## config.mk

```make
export PLATFORM = sky130hd
export DESIGN_NAME = mem_access_unit_flat
export DESIGN_NICKNAME = d
export VERILOG_FILES = /design/src/rtl/mem_access_unit_if.sv /design/src/rtl/mem_access_unit.sv /design/src/flat_wrapper.sv
export SDC_FILE = /design/constraint.sdc
export NUM_CORES = 1
export LEC_CHECK = 0
export ABC_AREA = 0
export BUFFER_PORTS_ARGS = -buffer_cell sky130_fd_sc_hd__buf_4
export CORE_MARGIN = 5
export CORE_UTILIZATION = 40
export DETAILED_ROUTE_END_ITERATION = 12
export HOLD_SLACK_MARGIN = 0.12
export PLACE_DENSITY_LB_ADDON = 0.15
export RECOVER_POWER = 50
export SLEW_MARGIN = 20
export SYNTH_ARGS = -nofsm -noshare
export SYNTH_HDL_FRONTEND = slang
export SYNTH_SLANG_ARGS = --single-unit
```

## constraint.sdc

```tcl
create_clock -name clk -period 1.55 [get_ports clk]
set_input_delay 0.31 -clock clk [delete_from_list [all_inputs] [get_ports clk]]
set_output_delay 0.31 -clock clk [all_outputs]
set_load 0.05 [all_outputs]
```

## src/rtl/mem_access_unit_if.sv

```systemverilog
// Request/response and memory-port bundle for mem_access_unit.
// slave: the load/store unit; master: the requester plus memory side.
interface mem_access_unit_if #(
  parameter int WIDTH      = 16,
  parameter int ADDR_WIDTH = 16
);
  localparam int L = WIDTH / 8;

  logic                  req_valid;
  logic                  req_ready;
  logic                  req_write;
  logic                  req_byte;
  logic                  req_indirect;
  logic [ADDR_WIDTH-1:0] req_addr;
  logic [WIDTH-1:0]      req_wdata;
  logic                  resp_valid;
  logic [WIDTH-1:0]      resp_rdata;
  logic [ADDR_WIDTH-1:0] mem_address;
  logic                  mem_read;
  logic                  mem_write;
  logic [L-1:0]          mem_byte_enable;
  logic [WIDTH-1:0]      mem_wdata;
  logic [WIDTH-1:0]      mem_rdata;
  logic                  mem_resp;

  modport slave (
    input  req_valid, req_write, req_byte, req_indirect, req_addr, req_wdata,
           mem_rdata, mem_resp,
    output req_ready, resp_valid, resp_rdata, mem_address, mem_read,
           mem_write, mem_byte_enable, mem_wdata
  );

  modport master (
    output req_valid, req_write, req_byte, req_indirect, req_addr, req_wdata,
           mem_rdata, mem_resp,
    input  req_ready, resp_valid, resp_rdata, mem_address, mem_read,
           mem_write, mem_byte_enable, mem_wdata
  );
endinterface

```

## src/rtl/mem_access_unit.sv

```systemverilog
// Multicycle load/store unit: owns MAR/MDR and the memory handshake.
// Optional indirect (pointer-chasing) access: define MEM_ACCESS_INDIRECT_EN.
module mem_access_unit #(
  parameter int WIDTH      = 16,
  parameter int ADDR_WIDTH = 16
) (
  input logic             clk,
  input logic             reset,
  mem_access_unit_if.slave bus
);
  localparam int L  = WIDTH / 8;
  localparam int LB = $clog2(L);
  localparam logic [ADDR_WIDTH-1:0] ALIGN_MASK = ~ADDR_WIDTH'(L - 1);
  localparam logic [L-1:0]          LANE0      = L'(1);

`ifdef MEM_ACCESS_INDIRECT_EN
  typedef enum logic [2:0] {IDLE, IND_RD, READ, WRITE, DONE} state_t;
`else
  typedef enum logic [2:0] {IDLE, READ, WRITE, DONE} state_t;
`endif

  state_t                r_state;
  state_t                w_next;
  logic                  r_write;
  logic                  r_byte;
  logic [LB-1:0]         r_lane;
  logic [ADDR_WIDTH-1:0] r_addr;
  logic [WIDTH-1:0]      r_wdata;
  logic [WIDTH-1:0]      r_rdata;
  logic                  w_req_ready;
  logic                  w_resp_valid;
  logic                  w_mem_read;
  logic                  w_mem_write;
  logic [L-1:0]          w_be;
  logic                  w_accept;
  logic                  w_ind;

`ifdef MEM_ACCESS_INDIRECT_EN
  logic                  r_ptr_done;
  logic [ADDR_WIDTH-1:0] w_ptr;
  assign w_ind = bus.req_indirect;
  assign w_ptr = ADDR_WIDTH'(bus.mem_rdata);
`else
  logic w_unused_indirect;
  assign w_ind             = 1'b0;
  assign w_unused_indirect = bus.req_indirect;
`endif

  assign w_accept = bus.req_valid && (r_state == IDLE);

  // State register.
  always_ff @(posedge clk) begin
    if (reset) r_state <= IDLE;
    else       r_state <= w_next;
  end

  // Next-state decode and per-state handshake outputs.
  always_comb begin
    w_next       = r_state;
    w_req_ready  = 1'b0;
    w_resp_valid = 1'b0;
    w_mem_read   = 1'b0;
    w_mem_write  = 1'b0;
    w_be         = '0;
    case (r_state)
      IDLE: begin
        w_req_ready = 1'b1;
        if (bus.req_valid) begin
          w_next = bus.req_write ? WRITE : READ;
`ifdef MEM_ACCESS_INDIRECT_EN
          if (bus.req_indirect) w_next = IND_RD;
`endif
        end
      end
`ifdef MEM_ACCESS_INDIRECT_EN
      // Pointer fetch, then one strobe-free cycle so the data phase starts
      // as a separate strobe with the pointer already in MAR.
      IND_RD: begin
        w_mem_read = !r_ptr_done;
        if (r_ptr_done) w_next = r_write ? WRITE : READ;
      end
`endif
      READ: begin
        w_mem_read = 1'b1;
        if (bus.mem_resp) w_next = DONE;
      end
      WRITE: begin
        w_mem_write = 1'b1;
        w_be        = r_byte ? (LANE0 << r_lane) : '1;
        if (bus.mem_resp) w_next = DONE;
      end
      DONE: begin
        w_resp_valid = 1'b1;
        w_next       = IDLE;
      end
      default: w_next = IDLE;
    endcase
  end

  // MAR/MDR, request attributes and load result.
  always_ff @(posedge clk) begin
    if (reset) begin
      r_write <= 1'b0;
      r_byte  <= 1'b0;
      r_lane  <= '0;
      r_addr  <= '0;
      r_wdata <= '0;
      r_rdata <= '0;
`ifdef MEM_ACCESS_INDIRECT_EN
      r_ptr_done <= 1'b0;
`endif
    end else begin
      if (w_accept) begin
        r_write <= bus.req_write;
        r_byte  <= bus.req_byte;
        r_lane  <= bus.req_addr[LB-1:0];
        r_addr  <= (bus.req_byte && !w_ind) ? bus.req_addr
                                            : (bus.req_addr & ALIGN_MASK);
        r_wdata <= bus.req_byte ? {L{bus.req_wdata[7:0]}} : bus.req_wdata;
`ifdef MEM_ACCESS_INDIRECT_EN
        r_ptr_done <= 1'b0;
`endif
      end
`ifdef MEM_ACCESS_INDIRECT_EN
      if (r_state == IND_RD && !r_ptr_done && bus.mem_resp) begin
        r_ptr_done <= 1'b1;
        r_lane     <= w_ptr[LB-1:0];
        r_addr     <= r_byte ? w_ptr : (w_ptr & ALIGN_MASK);
      end
`endif
      if (r_state == READ && bus.mem_resp) begin
        r_rdata <= r_byte ? WIDTH'(bus.mem_rdata[8*r_lane +: 8]) : bus.mem_rdata;
      end
    end
  end

  assign bus.req_ready       = w_req_ready;
  assign bus.resp_valid      = w_resp_valid;
  assign bus.resp_rdata      = r_rdata;
  assign bus.mem_address     = r_addr;
  assign bus.mem_read        = w_mem_read;
  assign bus.mem_write       = w_mem_write;
  assign bus.mem_byte_enable = w_be;
  assign bus.mem_wdata       = r_wdata;
endmodule
```

## src/flat_wrapper.sv

```systemverilog
// flat-port wrapper written by rule: the top's interface ports become plain ports
module mem_access_unit_flat 
#(
  parameter int WIDTH      = 16,
  parameter int ADDR_WIDTH = 16
)
  (clk, reset, bus_req_valid, bus_req_write, bus_req_byte, bus_req_indirect, bus_req_addr, bus_req_wdata, bus_mem_rdata, bus_mem_resp, bus_req_ready, bus_resp_valid, bus_resp_rdata, bus_mem_address, bus_mem_read, bus_mem_write, bus_mem_byte_enable, bus_mem_wdata);
  mem_access_unit_if #(.WIDTH(WIDTH), .ADDR_WIDTH(ADDR_WIDTH)) bus_i ();
  input logic clk;
  input logic reset;
  input wire logic [$bits(bus_i.req_valid)-1:0] bus_req_valid;
  input wire logic [$bits(bus_i.req_write)-1:0] bus_req_write;
  input wire logic [$bits(bus_i.req_byte)-1:0] bus_req_byte;
  input wire logic [$bits(bus_i.req_indirect)-1:0] bus_req_indirect;
  input wire logic [$bits(bus_i.req_addr)-1:0] bus_req_addr;
  input wire logic [$bits(bus_i.req_wdata)-1:0] bus_req_wdata;
  input wire logic [$bits(bus_i.mem_rdata)-1:0] bus_mem_rdata;
  input wire logic [$bits(bus_i.mem_resp)-1:0] bus_mem_resp;
  output wire logic [$bits(bus_i.req_ready)-1:0] bus_req_ready;
  output wire logic [$bits(bus_i.resp_valid)-1:0] bus_resp_valid;
  output wire logic [$bits(bus_i.resp_rdata)-1:0] bus_resp_rdata;
  output wire logic [$bits(bus_i.mem_address)-1:0] bus_mem_address;
  output wire logic [$bits(bus_i.mem_read)-1:0] bus_mem_read;
  output wire logic [$bits(bus_i.mem_write)-1:0] bus_mem_write;
  output wire logic [$bits(bus_i.mem_byte_enable)-1:0] bus_mem_byte_enable;
  output wire logic [$bits(bus_i.mem_wdata)-1:0] bus_mem_wdata;
  assign bus_i.req_valid = bus_req_valid;
  assign bus_i.req_write = bus_req_write;
  assign bus_i.req_byte = bus_req_byte;
  assign bus_i.req_indirect = bus_req_indirect;
  assign bus_i.req_addr = bus_req_addr;
  assign bus_i.req_wdata = bus_req_wdata;
  assign bus_i.mem_rdata = bus_mem_rdata;
  assign bus_i.mem_resp = bus_mem_resp;
  assign bus_req_ready = bus_i.req_ready;
  assign bus_resp_valid = bus_i.resp_valid;
  assign bus_resp_rdata = bus_i.resp_rdata;
  assign bus_mem_address = bus_i.mem_address;
  assign bus_mem_read = bus_i.mem_read;
  assign bus_mem_write = bus_i.mem_write;
  assign bus_mem_byte_enable = bus_i.mem_byte_enable;
  assign bus_mem_wdata = bus_i.mem_wdata;
  mem_access_unit #(.WIDTH(WIDTH), .ADDR_WIDTH(ADDR_WIDTH)) u_core (.clk(clk), .reset(reset), .bus(bus_i));
endmodule
```

# Yosys cells after proc, flatten, opt, wreduce, memory -nomap -nowiden
# Index checks and enable logic that the tools add are counted.
# op_classes
n_reduce_logical,5
n_mux,13
eq_ne,5
shift,2
# op_table
operator,count
16-bit two-way mux,2
16-bit by 5-bit variable part select with 8-bit output,1
3-bit by 2-bit equality test with 1-bit output (second input constant),2
2-bit two-way mux,3
3-bit two-way mux,2
3-bit case mux with 2 select lines,1
1-bit two-way mux,5
3-bit by 1-bit equality test with 1-bit output (second input constant),1
3-bit logical NOT,1
1-bit logical AND,2
2-bit by 1-bit != test with 1-bit output (second input constant),1
2-bit != test (second input constant),1
2-bit AND reduction,1
2-bit OR reduction,1
1-bit by 1-bit << shifter with 2-bit output (first input constant),1
# totals
word_cells,31
register_bits,53
out_inout_bits,54

# Depth between registers and ports, before layout
# depth
depth_word,4
mapped_depth,7
ltp_nobuf,5

# Worst setup path before layout
# Ideal clock, no wire load.
# synth_path
path_kind,register -> output
start,reg u_core.r_state[0]
end,out bus_mem_byte_enable[1]
t_required_ns,1.240
arrival_ns,2.096
path_stages_with_launch,4
slack_ns,-0.856
n_path_buf,0
cell_sequence,dfxtp_1 > inv_1 > ha_1 > a21boi_0
# synth_via
elab_chain_len,2
# synth_rtl
item,line_no,rtl
start: declaration,mem_access_unit.sv:22,state_t r_state;
start signal: assignment,mem_access_unit.sv:54,else r_state <= w_next;
3-bit by 2-bit equality test with 1-bit output,mem_access_unit.sv:65,case (r_state)
2-bit two-way mux,mem_access_unit.sv:65,
end: declaration,flat_wrapper.sv:25,output wire logic [$bits(bus_i.mem_byte_enable)-1:0] bus_mem_byte_enable;
# Every way passes these cells.

# Worst setup path after layout
# layout_path
start,reg u_core.r_state[1]
end,out bus_mem_byte_enable[1]
# The elaborated chain is that of the path after synthesis.

==> metrics.txt <==
TNS Setup=0 ns; worst rel slew slack=0.7771; share of cells above drive strength 1=0.4144; Clk Tree Root Cell=clkbuf_8; Antenna Nets Post-Route=0; worst hold-check path type=in2reg; DR vias/cell=4.846; Post-Route Skew=0.004497 ns; leakage power=1.420 nW; Warnings, synthesis=0; Initial Utilization=0.4070; Final min period=1.541 ns; Fmax=0.6491 GHz; Critical Path Start Type=flop; Hold Buf Count CTS=0; drt pass-1 iters=4; Post-Synthesis Cells=255; CTS Sinks=52; # fillers=543; CORE AREA=5473 sq um; WL/cell=13.91 microns; die area=7160 sq um; reg-to-reg slack, setup=0.13 ns; clk slew on worst S/H paths=0.09 ns; RePlAce Congestion=0.7425; CTS tree=yes; status=finished clean; unrepaired setup endpoints after global routing=true; total grt overflow=0; num rows=27; diode count=0; area occupied by multi-input gates=1069 sq um; Tot GR Track Use=0.1604; max cap viols=0; flops & latches, synth=52; total number of vias=2103; Max clock buf depth=2; final-report hold violation count=0; DP Area=3105 sq um; Slew Limit Fails=0; vias in the first global route=2043; Remaining DRCs=0; CP required=1.24 ns; Layout Cells excl Fill=434; Die Span Y=84.62 microns; num ports=109; Sequential cell area=1042 sq um; initial antenna violation count=0; final instance area=3169 sq um; final setup fails=0; Syn Nets=315; WL final=6036 microns; Die W=84.62 microns; Max FO, Critical Path=4; H-tree levels=2; Final period util=0.9939; final setup margin=0.009482 ns; final core occ=0.5791; DRT iter0 DRCs=43; Clock Latency Late Sink=0.29 ns; count of cell types in the netlist=28; CP Capture Type=output pin; Setup WS pre-CTS=0.1367 ns; sequential share of the synthesized area=0.4674; nets@finish=422; measured slew at the worst slew-check pin=0.3344 ns; first-pass GRT wire length=9577 microns; Synth Cell Area=2227 sq um; Avg Inst Size Synth=8.734 sq um; Max VDD drop=0.0006864 V; Num CTS Buffers=5; Placed Instances=424; Syn-to-layout area delta=42.30%; Pwr per Cell Area=1595 nW/um^2; critical path class=reg2out; CP arrival=1.23 ns; pin count of the biggest net entering global routing=43; Post-DP HPWL=4187 microns; port buffer count=107
-- logic make-up after synthesis --
family	Yosys count	share of synthesized area
simple gates	110	0.2157
compound gates	56	0.1831
mux	8	0.03596
buf+inv	24	0.06965
flops	52	0.4674
fa+ha+maj	5	0.02809
-- what timing repair did --
action / 4_1_cts / 5_1_grt
endpoints found under the setup margin: 2 / 6
buffers inserted: 0 / 1
gates cloned: 0 / 2
pin swaps: 0 / 2
gates resized for setup: 9 / 6
-- stage by stage --
stage | hold slack [ns] | total power [mW]
6_report | 0.2544 | 5.056
3_5_place_dp | 0.4451 | 4.328
2_1_floorplan | 0.4460 | 3.605
5_1_grt | 0.2450 | 5.359
4_1_cts | 0.2416 | 5.124
3_3_place_gp | 0.4386 | 4.300
-- synthesized netlist by cell type (all sizes together) --
| master | number | area share |
|---|---|---|
| mux2i | 8 | 0.036 |
| and2 | 3 | 0.0084 |
| and2b | 1 | 0.0034 |
| nand3b | 8 | 0.027 |
| clkbuf | 7 | 0.012 |
| nand2 | 71 | 0.12 |
| a211oi | 8 | 0.040 |
| nand3 | 9 | 0.020 |
| dfxtp | 52 | 0.47 |
| a22o | 2 | 0.0079 |
| buf | 13 | 0.051 |
| a21boi | 1 | 0.0034 |
| nor2b | 1 | 0.0028 |
| o21ba | 1 | 0.0045 |
| a311oi | 8 | 0.043 |
| o32ai | 2 | 0.0079 |
| a21oi | 34 | 0.076 |
| nor2 | 17 | 0.033 |
| inv | 4 | 0.0067 |
| ha | 5 | 0.028 |
-- routing by layer --
metal	track usage	up-vias	wire, microns	part of all wire
met5	0	-	0	0
met4	0.04317	0	53	0.0088
met3	0.07066	5	595	0.099
met2	0.2655	68	2837	0.47
met1	0.1893	956	2550	0.42
li1	-	1074	-	-
-- sequential cells by signal, summed over array words and instances (netlist names) --
| name | flops |
|---|---|
| u_core.r_byte | 1 |
| u_core.bus.resp_rdata | 16 |
| u_core.r_lane | 1 |
| u_core.bus.mem_wdata | 16 |
| u_core.r_state | 2 |
| u_core.bus.mem_address | 16 |
-- worst paths after layout --
path,startpoint,end,depth (start not counted)
worst max register to register,u_core.r_state[0],u_core.bus.resp_rdata[3],6
worst min-delay path,bus_req_addr[14],u_core.bus.mem_address[14],3
worst min register to register,u_core.bus.resp_rdata[9],u_core.bus.resp_rdata[9],2
worst max-delay path,u_core.r_state[1],bus_mem_byte_enable[1],4
-- cell usage in the layout, fill, tap and decap left out, drive strengths merged, types with 9 or more instances in the layout --
cell type and instances:
a21oi 34, buf 70, clkbuf 56, dfxtp 52, nand2 71, nand3 9, nor2 17
-- layout make-up --
type	count	share of cell area
Inverter	4	0.004737
Multi-Input combinational cell	179	0.3371
Clock buffer	6	0.02290
Sequential cell	52	0.3289
Tap cell	72	0.02842
Timing Repair Buffer	120	0.2764
Clock inverter	1	0.001579
-- where the power goes --
group	leakage [nW]	internal, mW	switching, mW
registers	0.426	1.58	0.125
logic	0.952	0.869	1.76
clock network	0.0410	0.308	0.412
-- critical path, cell delays in order (launching register included) --
cell and delay [ns]:
dfxtp_2 0.34, buf_6 0.11, ha_4 0.14, a21boi_4 0.18
buf_6 0.17
(Power assumes the default switching activity.)
